File: src/rtl/l1_input_conditioner.sv
// L1 input conditioner: syncs raw SURF L1 lines into clk250, then per channel
// edge-detects, stretches, masks and blocks stuck-high lines.
// Ports: clk250_i, rst_n_i (async low); L1_i, mask_i, stretch_i,
// stuck_limit_i in; L1_o (conditioned), edge_o (raw rise), stuck_o out.
module l1_input_conditioner #(
  parameter int NUM_SURFS = 12,
  parameter int NUM_TRIG  = 4,
  parameter int STUCK_W   = 16
) (
  input  logic                           clk250_i,
  input  logic                           rst_n_i,
  input  logic [NUM_SURFS*NUM_TRIG-1:0]  L1_i,
  input  logic [NUM_SURFS*NUM_TRIG-1:0]  mask_i,
  input  logic [3:0]                     stretch_i,
  input  logic [STUCK_W-1:0]             stuck_limit_i,
  output logic [NUM_SURFS*NUM_TRIG-1:0]  L1_o,
  output logic [NUM_SURFS*NUM_TRIG-1:0]  edge_o,
  output logic [NUM_SURFS*NUM_TRIG-1:0]  stuck_o
);

  localparam int N = NUM_SURFS * NUM_TRIG;

  logic [N-1:0] s1_q, s2_q, s3_q;
  logic [N-1:0] rise;
  logic         lim_off;

  always_ff @(posedge clk250_i or negedge rst_n_i) begin
    if (!rst_n_i) begin
      s1_q <= '0;
      s2_q <= '0;
      s3_q <= '0;
    end else begin
      s1_q <= L1_i;
      s2_q <= s1_q;
      s3_q <= s2_q;
    end
  end

  assign rise    = s2_q & ~s3_q;
  assign lim_off = (stuck_limit_i == '0);

  for (genvar i = 0; i < N; i++) begin : g_ch
    logic               l1_q, edge_q, stuck_q;
    logic [3:0]         cnt_q;
    logic [STUCK_W-1:0] hcnt_q;
    logic [STUCK_W:0]   hinc;
    logic               stuck_set;
    logic               qual;

    // one bit wider so the compare cannot wrap at saturation
    assign hinc      = {1'b0, hcnt_q} + {{STUCK_W{1'b0}}, 1'b1};
    assign stuck_set = s2_q[i] & ~lim_off
                     & (hinc >= {1'b0, stuck_limit_i});
    assign qual      = rise[i] & ~mask_i[i] & ~stuck_q;

    always_ff @(posedge clk250_i or negedge rst_n_i) begin
      if (!rst_n_i) begin
        l1_q    <= 1'b0;
        edge_q  <= 1'b0;
        stuck_q <= 1'b0;
        cnt_q   <= '0;
        hcnt_q  <= '0;
      end else begin
        edge_q <= rise[i];

        if (!s2_q[i] || lim_off) begin
          hcnt_q  <= '0;
          stuck_q <= 1'b0;
        end else begin
          if (hcnt_q != '1) hcnt_q <= hinc[STUCK_W-1:0];
          if (stuck_set) stuck_q <= 1'b1;
        end

        // stuck and mask kill the pulse ahead of any new edge
        if (stuck_set || mask_i[i]) begin
          l1_q  <= 1'b0;
          cnt_q <= '0;
        end else if (qual) begin
          l1_q  <= 1'b1;
          cnt_q <= stretch_i;
        end else if (l1_q && cnt_q != '0) begin
          cnt_q <= cnt_q - 4'd1;
        end else if (cnt_q == '0) begin
          l1_q <= 1'b0;
        end
      end
    end

    assign L1_o[i]    = l1_q;
    assign edge_o[i]  = edge_q;
    assign stuck_o[i] = stuck_q;
  end

endmodule
File: config.mk
export PLATFORM = sky130hd
export DESIGN_NAME = l1_input_conditioner
export DESIGN_NICKNAME = d
export VERILOG_FILES = /design/src/rtl/l1_input_conditioner.sv
export SDC_FILE = /design/constraint.sdc
export NUM_CORES = 2
export LEC_CHECK = 0
export CELL_PAD_IN_SITES_DETAIL_PLACEMENT = 1
export CELL_PAD_IN_SITES_GLOBAL_PLACEMENT = 1
export CORE_MARGIN = 1
export CORE_UTILIZATION = 37
export DETAILED_ROUTE_END_ITERATION = 12
export GPL_TIMING_DRIVEN = 0
export HOLD_SLACK_MARGIN = 0.06
export PLACE_DENSITY = 0.73
export SLEW_MARGIN = 30
export SYNTH_ARGS = -nofsm -noshare
export SYNTH_HDL_FRONTEND = slang
export SYNTH_SLANG_ARGS = --single-unit
File: constraint.sdc
create_clock -name clk250_i -period 10.7 [get_ports clk250_i]
set_input_delay 2.675 -clock clk250_i [delete_from_list [all_inputs] [get_ports clk250_i]]
set_output_delay 2.675 -clock clk250_i [all_outputs]
set_load 0.03 [all_outputs]
==> results.toml <==
[synth]
syn_nets = 9482
async_reset_ff_frac = 1.00
yosys-top-cells-count = "dfrtp_1, ha_1, a21oi_1"
yosysWarnings = 0
synth-seq-cells = 1248
synth.distinct_cells = 86
synth_edf_count = 0
netlist_area_um2 = 79000
yosysSeqAreaShare = 0.395
synth_top_cell_area_share = 0.395
yosysTopAreaCell = "dfrtp_1"
synth.most_common_cell = "dfrtp_1"
ys.flop_type = "dfrtp_1"
yosys-top-cells-area = "dfrtp_1, ha_1, a21oi_1, xnor2_1, xor2_1"
avgSynthCellArea_um2 = 9.30
syn_inst = 8500

[timing]
setup_tns_ps = 0
rsz0062_at_grt = "false"
setup-violations-final = 0
layout_min_cycle_time_ps = 5680
hold_violations = 0
slew_headroom = 0.340
worst_pin_slew_ps = 987
max_freq_mhz = 176
skew_ps = 27.4
fin_crit_sh = 0.531
final-max-slew-violation-count = 0
timing.hold.ws_ps = 331

[global_route]
grt_max_degree = 123
busiest_layer = "met2"
grt_overflow_total = 0
met2_usage = 0.401
track_usage = 0.232
antenna_found_initial = 22
grt_pass1_vias = 71000
met3_usage = 0.0316
grtUsageMet1 = 0.287
grt_pass1_wl_mm = 398

[pwr]
p_total_uw = 12200
p_leak_uw = 0.0462
pwr_density_cell_nw_per_um2 = 133
irDropWorstVdd_mv = 0.176

[die]
fp-row-count = 169
initial_core_util = 0.373
die-width_um = 464
core-area_um2 = 212000
pin_count = 262
die_h_um = 464
dieArea_um2 = 215000

[job]
cap_violations = 0

[min_path]
hp-class = "reg2reg"

[placed_design]
place.detailed.hpwl_mm = 178
dp_cells = 11600
post_dp_cell_area_um2 = 86600
port_buffers = 257
routabilityCongestion = 0.827

[route]
vias = 65200
drt-initial-drc-count = 3322
drc = 62
routed_wl_mm = 251
ant_nets = 0
via_per_inst = 5.47
dr.pass1.iters = 11
wl_per_cell_um = 21.1

[setup_path]
worst-setup-path-type = "in2reg"
cp_max_fo = 35
cp-end-kind = "register"
cp.required_ps = 11370
cp.arrival_ps = 6350
critPathLaunchType = "input pin"

[clocking]
cts_tree = "built"
clock_latency_ps = 810
clockBufferDepth = 3
root_buffer = "clkbuf_16"
cts_setup_buffers = 0
h-tree-depth = 4
path_clk_slew_ps = 60
cts_inserted_buffers = 157
cts_resized = 0
cts_hold_buf = 0
clkSinkCount = 1248

[status]
violations = "design-rule violations"
status = "finished, violations left"

[final_layout]
fillCellCount = 24100
layout.nets = 9948
final_cell_count_no_fill = 11900
fin_area_um2 = 91800
syn2layout_area_growth_pct = 16.2
drive_above_1_share = 0.0738
[worst max-delay path: stages]
cell and delay [ps]:
buf_8 220, buf_16 340, or4_1 170, clkbuf_1 370
or4_1 180, buf_2 230, buf_6 330, buf_2 630
nand2_2 300, a21oi_1 600, nor3_1 110
[cell usage in the layout (no fill, tap or decap), types with 255 or more instances in the layout]
cell type / count
nand2_1: 549
nor2_1: 764
xor2_1: 369
clkdlybuf4s50_1: 255
inv_1: 701
a21oi_1: 853
nand3_1: 370
xnor2_1: 451
dfrtp_1: 1248
ha_1: 864
[cells by family (layout without fill, tap and decap cells)]
| logic type | count (synthesis) | after routing | share of synthesized area |
|---|---|---|---|
| and+or+nand+nor | 2793 | 2793 | 0.177 |
| muxes | 119 | 119 | 0.0151 |
| buffers and inverters | 1021 | 1605 | 0.0563 |
| AOI/OAI and AO/OA | 1635 | 1635 | 0.129 |
| adders and majority gates | 864 | 864 | 0.137 |
| xor gates and xnor gates | 820 | 820 | 0.0909 |
| DFF | 1248 | 1248 | 0.395 |
| other | 0 | 8 | 0 |
[per-stage QoR]
stage	utilization	worst slack [ps]
after global placement	0.401	-52710
after floorplan	-	5140
after detailed placement	0.408	4160
after global routing	0.433	4920
after CTS	0.433	5040
final	0.433	5020
[final timing paths]
check                              startpoint                  end  slack, ps  cells after the start
hold / removal                       s1_q[33]             s2_q[33]        330                      0
setup reg to reg           g_ch[41].hcnt_q[0]    g_ch[41].cnt_q[0]       6730                     13
max in group asynchronous             rst_n_i             s2_q[13]       6510                      5
hold reg to reg                      s1_q[33]             s2_q[33]        330                      0
min in group asynchronous             rst_n_i  g_ch[34].hcnt_q[15]       1810                      1
setup / recovery             stuck_limit_i[0]    g_ch[15].cnt_q[1]       5020                     11
[per-layer routing]
| layer | wire length, µm | up-vias |
|---|---|---|
| met2 | 122000 | 1009 |
| li1 | - | 30700 |
| met1 | 109000 | 33000 |
| met5 | 35 | - |
| met4 | 11300 | 6 |
| met3 | 8780 | 448 |
[where the power goes]
part	internal [µW]	total (µW)	switching [µW]	leakage, µW
Combinational	639	1620	982	0.0268
Sequential	4930	5140	211	0.0168
Clock	3280	5460	2180	0.00257
Total	8850	12200	3370	0.0462
[cell type report]
cell class | count | area [µm²] | area share
antenna | 8 | 20.0 | 0.000218
buffer | 305 | 1790 | 0.0195
clock buffer | 224 | 4550 | 0.0495
clock inverter | 53 | 669 | 0.00729
inverter | 716 | 2770 | 0.0302
multi-input combinational | 6231 | 43500 | 0.473
sequential | 1248 | 31200 | 0.340
tap | 2821 | 3530 | 0.0384
timing repair buffer | 307 | 3810 | 0.0415
[state kept, by name, indices dropped and copies added (netlist names)]
register and count:
g_ch.edge_q 48, s2_q 48, g_ch.cnt_q 192, s1_q 48
g_ch.l1_q 48, s3_q 48, g_ch.hcnt_q 768, g_ch.stuck_q 48
Power figures use the tool's default switching activity.
